--- config.mk ---
export PLATFORM = sky130hd
export DESIGN_NAME = csa_acc_ctrl
export DESIGN_NICKNAME = d
export VERILOG_FILES = /design/src/rtl/csa_acc_ctrl_pkg.sv /design/src/rtl/csa_acc_ctrl_csa_3to2.sv /design/src/rtl/csa_acc_ctrl.sv
export SDC_FILE = /design/constraint.sdc
export NUM_CORES = 1
export LEC_CHECK = 0
export CAP_MARGIN = 20
export CORE_MARGIN = 2
export CORE_UTILIZATION = 60
export CTS_CLUSTER_DIAMETER = 40
export DETAILED_ROUTE_END_ITERATION = 10
export PLACE_DENSITY = 0.81
export SLEW_MARGIN = 10
export SYNTH_ARGS = -nofsm -noshare
export SYNTH_HDL_FRONTEND = slang
export SYNTH_HIERARCHICAL = 1
export SYNTH_SLANG_ARGS = --single-unit
export TNS_END_PERCENT = 5
--- constraint.sdc ---
create_clock -name clk -period 7.95 [get_ports clk]
set_clock_uncertainty 0.1 [all_clocks]
set_input_delay 1.59 -clock clk [delete_from_list [all_inputs] [get_ports clk]]
set_output_delay 1.59 -clock clk [all_outputs]
set_load 0.01 [all_outputs]
--- src/rtl/csa_acc_ctrl_pkg.sv ---
// Shared definitions for the carry-save accumulator: default widths and FSM states.
package csa_acc_ctrl_pkg;

    localparam int K_DEFAULT  = 33;
    localparam int CW_DEFAULT = 8;

    typedef enum logic [1:0] {
        IDLE,
        ACCUM,
        RESOLVE,
        HOLD
    } state_t;

endpackage

--- src/rtl/csa_acc_ctrl_csa_3to2.sv ---
// Full-width 3:2 carry-save compressor; the carry out of the top bit is dropped.
module csa_3to2 #(
    parameter int K = 33
) (
    input  logic [K-1:0] x,
    input  logic [K-1:0] y,
    input  logic [K-1:0] z,
    output logic [K-1:0] c,
    output logic [K-1:0] s
);

    assign s = x ^ y ^ z;

    // Majority of each bit pair feeds the next bit up; bit 0 of the carry is always zero.
    assign c = {(x[K-2:0] & y[K-2:0]) | (x[K-2:0] & z[K-2:0]) | (y[K-2:0] & z[K-2:0]), 1'b0};

endmodule

--- src/rtl/csa_acc_ctrl.sv ---
// Group accumulator: sums operands in carry-save form, resolves once per group, holds result.
module csa_acc_ctrl
    import csa_acc_ctrl_pkg::*;
#(
    parameter int K  = K_DEFAULT,
    parameter int CW = CW_DEFAULT
) (
    input  logic          clk,
    input  logic          reset,
    input  logic          in_valid,
    output logic          in_ready,
    input  logic [K-1:0]  in_data,
    input  logic          in_last,
    output logic          out_valid,
    input  logic          out_ready,
    output logic [K-1:0]  out_data,
    output logic [CW-1:0] out_count
);

    state_t        state;
    state_t        state_next;
    logic [K-1:0]  sum_reg;
    logic [K-1:0]  carry_reg;
    logic [CW-1:0] count;
    logic [K-1:0]  csa_s;
    logic [K-1:0]  csa_c;
    logic          xfer;

    assign xfer = in_valid && in_ready;

    csa_3to2 #(.K(K)) u_csa (
        .x (sum_reg),
        .y (carry_reg),
        .z (in_data),
        .c (csa_c),
        .s (csa_s)
    );

    always_ff @(posedge clk or posedge reset) begin
        if (reset) begin
            state <= IDLE;
        end else begin
            state <= state_next;
        end
    end

    always_comb begin
        state_next = state;
        case (state)
            IDLE:    if (xfer) state_next = in_last ? RESOLVE : ACCUM;
            ACCUM:   if (xfer && in_last) state_next = RESOLVE;
            RESOLVE: state_next = HOLD;
            HOLD:    if (out_ready) state_next = IDLE;
            default: state_next = IDLE;
        endcase
    end

    // Handshake outputs depend on state alone, so no combinational path exists from the inputs.
    always_comb begin
        in_ready  = 1'b0;
        out_valid = 1'b0;
        case (state)
            IDLE:    in_ready  = 1'b1;
            ACCUM:   in_ready  = 1'b1;
            HOLD:    out_valid = 1'b1;
            default: ;
        endcase
    end

    // Datapath: the only carry-propagate add happens in RESOLVE; the count saturates at all-ones.
    always_ff @(posedge clk or posedge reset) begin
        if (reset) begin
            sum_reg   <= '0;
            carry_reg <= '0;
            count     <= '0;
            out_data  <= '0;
            out_count <= '0;
        end else begin
            case (state)
                IDLE: begin
                    if (xfer) begin
                        sum_reg   <= in_data;
                        carry_reg <= '0;
                        count     <= CW'(1);
                    end
                end
                ACCUM: begin
                    if (xfer) begin
                        sum_reg   <= csa_s;
                        carry_reg <= csa_c;
                        if (count != {CW{1'b1}}) begin
                            count <= count + CW'(1);
                        end
                    end
                end
                RESOLVE: begin
                    out_data  <= sum_reg + carry_reg;
                    out_count <= count;
                end
                default: ;
            endcase
        end
    end

endmodule

Word level (Yosys, flattened, before mapping) --
Index checks and enable logic that the tools add are counted.
Storage, ports and cells: register bits after elaboration 117, output and inout bits 43, logic and storage cells 49, input bits 38
Operators by class: reductions and logical operators 8, add/sub/neg operators 2, multiplexer cells 17, bitwise logic cells 7, equal/unequal tests 9
Operators by type and width (number):
- 33-bit 2-to-1 mux | 4
- 33-bit one-hot mux with 2 select lines | 2
- 32-bit AND | 3
- 33-bit bitwise XOR | 2
- 32-bit OR | 2
- 33-bit adder | 1
- 8-bit 2-to-1 mux | 3
- 8-bit one-hot mux with 2 select lines | 1
- 2-bit inequality test (second input constant) | 5
- 8-bit by 1-bit adder with 8-bit output (second input constant) | 1
- 2-bit 2-to-1 mux | 4
- 8-bit inequality test (second input constant) | 1
- 2-bit one-hot mux with 4 select lines | 1
- 3-bit AND reduction | 2
- 2-bit == test (second input constant) | 2
- 4-bit AND reduction | 1
- 2-bit by 1-bit == test with 1-bit output (second input constant) | 1
- 1-bit logical AND | 2
- 2-bit logical NOT | 1
- 1-bit 2-to-1 mux | 2
- 2-bit nonzero test | 1
- 2-bit OR reduction | 1

Logic depth before layout (Yosys ltp) --
word-level depth 7, gate-level depth with buffers 9, depth with buffers taken out 9

Hierarchy --
The synthesis kept the hierarchy.
By module, submodules not included:
- csa_acc_ctrl | sequential area each 2927.8 sq um, area an instance 6633.9 sq um, instances 1, cells an instance 650
- csa_3to2 | sequential area each 0.0 sq um, area an instance 675.6 sq um, instances 1, cells an instance 35

Least setup slack after synthesis --
OpenSTA, ideal clock, no wires.
kind reg2out, start register state[0], end output port in_ready, stages on the path, launching flop included 4, arrival time 0.990 ns, path buffers 0, required time 6.260 ns, slack 5.270 ns, cells stage by stage dfrtp_1 inv_1 ha_1 or2_2
On the way: longest elaborated chain between the ends 3, elaborated cells on any way between the ends 4, classes of those cells 1 x eq/ne; 1 x mux; 2 x reduce/logical
RTL lines:
- start, declared | line csa_acc_ctrl.sv:20 | state_t state;
- start signal, assigned | line csa_acc_ctrl.sv:43 | state <= state_next;
- 2-bit by 1-bit == test with 1-bit output / 2-bit logical NOT (equally long branches) | line csa_acc_ctrl.sv:62 | case (state)
- 2-bit OR reduction (no line) (*)
- 1-bit 2-to-1 mux (*) | line csa_acc_ctrl.sv:62
- end, declared | line csa_acc_ctrl.sv:11 | output logic in_ready,
Mark *: on every way between the ends. The rest lies on a longest branch, timed or not.

Worst setup path after layout --
start register state[1], end output port in_ready
Same word-level chain as after synthesis.

==> results.ini <==
[timing]
setup_tns_ns = 0
maxSlewViolCount = 0
max_slew_margin = 0.385
fin_crit_ns = 4.13
tightestPinTransition_ns = 0.922
max_clock_freq_mhz = 242
grt_setup_unrepaired = false
timing.final.crit_share = 0.520
hold_viol_final = 0
setup_viol = 0
final.setup.worst_slack_ns = 3.82

[worst_setup_path]
rr_worst_depth = 10
cp.buffers_inverters = 3
reg2reg_to = count[7]$_DFFE_PP0P_
crit_arrival_ns = 2.44
slowest_stage = clkdlybuf4s50_1
r2r_slack_ns = 4.66
required_ns = 6.26
rr_startpoint = state[1]$_DFFE_PP0P_
path_class = flip-flop to primary output
cp-end-kind = primary output
start_kind = flip-flop
cp_top_family = buffers and inverters
path_cells = inv_1 -> ha_2 -> buf_4 -> or2_2 -> clkdlybuf4s50_1
max_stage_delay_ns = 0.56
cp_max_fo = 39

[route]
wl_per_cell_um = 18.2
drtAntennaViolNets = 0
viasPerCell = 6.19
drt_first_pass_iters = 6
dr_total_vias = 5633
routed_wl_um = 16500
drt_iter0_drc = 355
drc = 0

[final_layout]
drive_above_1_share = 0.106
nets = 862
num_antenna_cells = 0
nFillCells = 864
area_delta_synth_final_pct = 19.6
final_util = 0.731

[yosys]
synth_area_um2 = 7310
synthMuxAreaShare = 0.0890
synth_edf_count = 0
synth_compound_area_frac = 0.189
synth-xor-area-share = 0.0380
synth_adder_area_share = 0.154
ys_async_sr_fraction = 1.00
ys.flop_type = dfrtp_1
ys_warn_count = 6
synth_simple_gate_area_frac = 0.103
syn_inst = 685
synth_nets = 793
ys_seq_area_frac = 0.401
avgSynthCellArea_um2 = 10.7
ys_ff_latch = 117
synth_cell_types = 69
synth_top_family_by_area = compound AO/OA/AOI/OAI gates

[hold_path]
hold_depth = 1
min-delay-start = out_data[20]$_DFFE_PP0P_
hold_end = out_data[20]$_DFFE_PP0P_
worstHoldPathType = flip-flop to flip-flop

[cts]
cts_resized = 0
clkTransAtPathRegs_ns = 0.05
cts_root_buffer = clkbuf_16
cts_htree_levels = 4
insertion_delay_ns = 0.42
cts_buffers = 17
cts_tree = yes
cts_hold_buf = 0
postCtsSetupBuffers = 0
clockBufferDepth = 2
cts_sinks = 117

[placement]
io_buffers = 80
pre_cts_ws_ns = 4.02
place_congestion = 0.925
hpwl_um = 11300

[grt]
antenna_found_initial = 0
grt_max_degree = 102
grt_pass1_vias = 5760
grt_overflow = 0
track_usage = 0.272
grt_pass1_wl_um = 27800

[floorplan]
die-area_um2 = 13100
io_pins = 81
row_count = 40
die_y_um = 114
coreArea_um2 = 12000
start_util = 0.611
die_w_um = 114

[status]
outcome = completed

[power]
clockPowerShare = 0.198
switching_power_mw = 1.49
vdd_ir_drop_max_mv = 0.232
p_sw_frac = 0.408
intPower_mw = 2.17
seq_power_share = 0.291
power_density_nw_per_um2 = 419
p_leak_nw = 3.86
comb_power_share = 0.512

[run]
max-cap-violations = 0

==> logic make-up after synthesis <==
logic type	Yosys count
other	1
buffers and inverters	47
multiplexers	61
AND/OR/NAND/NOR	156
adder cells (fa/ha/maj)	70
flip-flops	117
AO/OA/AOI/OAI	203
XOR/XNOR	30
==> synth_stat cells (9+ instances only) <==
cell type,count,area share
a21o_1,9,0.0092
dfrtp_1,117,0.40
fa_1,33,0.090
xnor2_1,15,0.018
nand2_1,60,0.031
inv_1,12,0.0062
nor2_1,28,0.014
mux2_2,24,0.037
a21oi_1,42,0.029
ha_1,37,0.063
clkbuf_1,21,0.011
nand4_1,12,0.010
a22o_1,33,0.040
nand3_1,20,0.014
xor2_1,14,0.017
o21ai_0,57,0.039
mux2i_1,35,0.048
==> worst max-delay path by stage <==
stage	endpoint	depth (start not counted)	slack (ns)	from
5_1_grt	in_ready	5	3.74	state[1]$_DFFE_PP0P_
3_5_place_dp	count[7]$_DFFE_PP0P_	7	4.02	in_valid
6_report	in_ready	5	3.82	state[1]$_DFFE_PP0P_
4_1_cts	in_ready	5	3.79	state[1]$_DFFE_PP0P_
3_3_place_gp	count[7]$_DFFE_PP0P_	7	4.11	in_valid
2_1_floorplan	carry_reg[0]$_DFFE_PP0P_	1	3.16	reset
==> final cells by class <==
cell class                      count  area, um^2  share of cell area
Inverter                           12        47.5             0.00544
Tap cell                          147         184              0.0210
Timing Repair Buffer               85         838              0.0959
Multi-Input combinational cell    521        4200               0.480
Clock inverter                      5        77.6             0.00887
Clock buffer                       23         468              0.0535
Sequential cell                   117        2930               0.335
==> power groups by stage <==
stage          Combinational, mW  Clock (mW)  Sequential (mW)
2_1_floorplan               1.28           0             1.06
3_3_place_gp                1.77           0             1.05
3_5_place_dp                1.84           0             1.07
4_1_cts                     1.88       0.730             1.07
5_1_grt                     2.07       0.758             1.10
6_report                    1.87       0.724             1.06
==> routing by layer <==
metal / part of all wire / GRT usage / up-vias
li1: - / - / 2632
met1: 0.43 / 0.356 / 2811
met2: 0.51 / 0.455 / 166
met3: 0.046 / 0.0609 / 24
met4: 0.014 / 0.0829 / 0
met5: 0 / 0 / -
==> worst reg2reg max path: cells and delay by family (launching register included) <==
family / cells / cell delay [ns]
flops: 1 / 0.42
buf+inv: 3 / 1.02
compound gates: 1 / 0.15
fa+ha+maj: 1 / 0.16
simple gates: 5 / 1.38
==> cell usage in the layout, fill, tap and decap left out, types with 4 or more instances in the layout <==
| cell type | instances |
|---|---|
| dfrtp_1 | 117 |
| clkdlybuf4s50_1 | 80 |
| nand2_1 | 59 |
| o21ai_0 | 57 |
| a21oi_1 | 42 |
| mux2i_1 | 35 |
| ha_1 | 35 |
| a22o_1 | 33 |
| fa_1 | 33 |
| nor2_1 | 28 |
| mux2_2 | 24 |
| nand3_1 | 20 |
| clkbuf_16 | 17 |
| xnor2_1 | 15 |
| xor2_1 | 14 |
| nand4_1 | 12 |
| inv_1 | 11 |
| a21o_1 | 9 |
| o21ai_1 | 8 |
| nor2b_1 | 6 |
| a31oi_1 | 6 |
| o21a_1 | 6 |
| and3_1 | 5 |
| a211oi_1 | 5 |
| nor3_1 | 5 |
| o21bai_1 | 5 |
| buf_4 | 5 |
| or3_1 | 4 |
| o211ai_1 | 4 |
| clkbuf_1 | 4 |
==> through the flow <==
| stage | cells | total power [mW] | hold slack [ns] | instance area [um^2] |
|---|---|---|---|---|
| 3_3_place_gp | 882 | 2.82 | 0.388 | 8200 |
| 6_report | 910 | 3.66 | 0.403 | 8740 |
| 5_1_grt | 910 | 3.93 | 0.418 | 8740 |
| 3_5_place_dp | 882 | 2.91 | 0.395 | 8200 |
| 4_1_cts | 910 | 3.67 | 0.407 | 8740 |
| 2_1_floorplan | 685 | 2.34 | 0.395 | 7310 |
No activity file was read; power rests on OpenSTA's default activity.
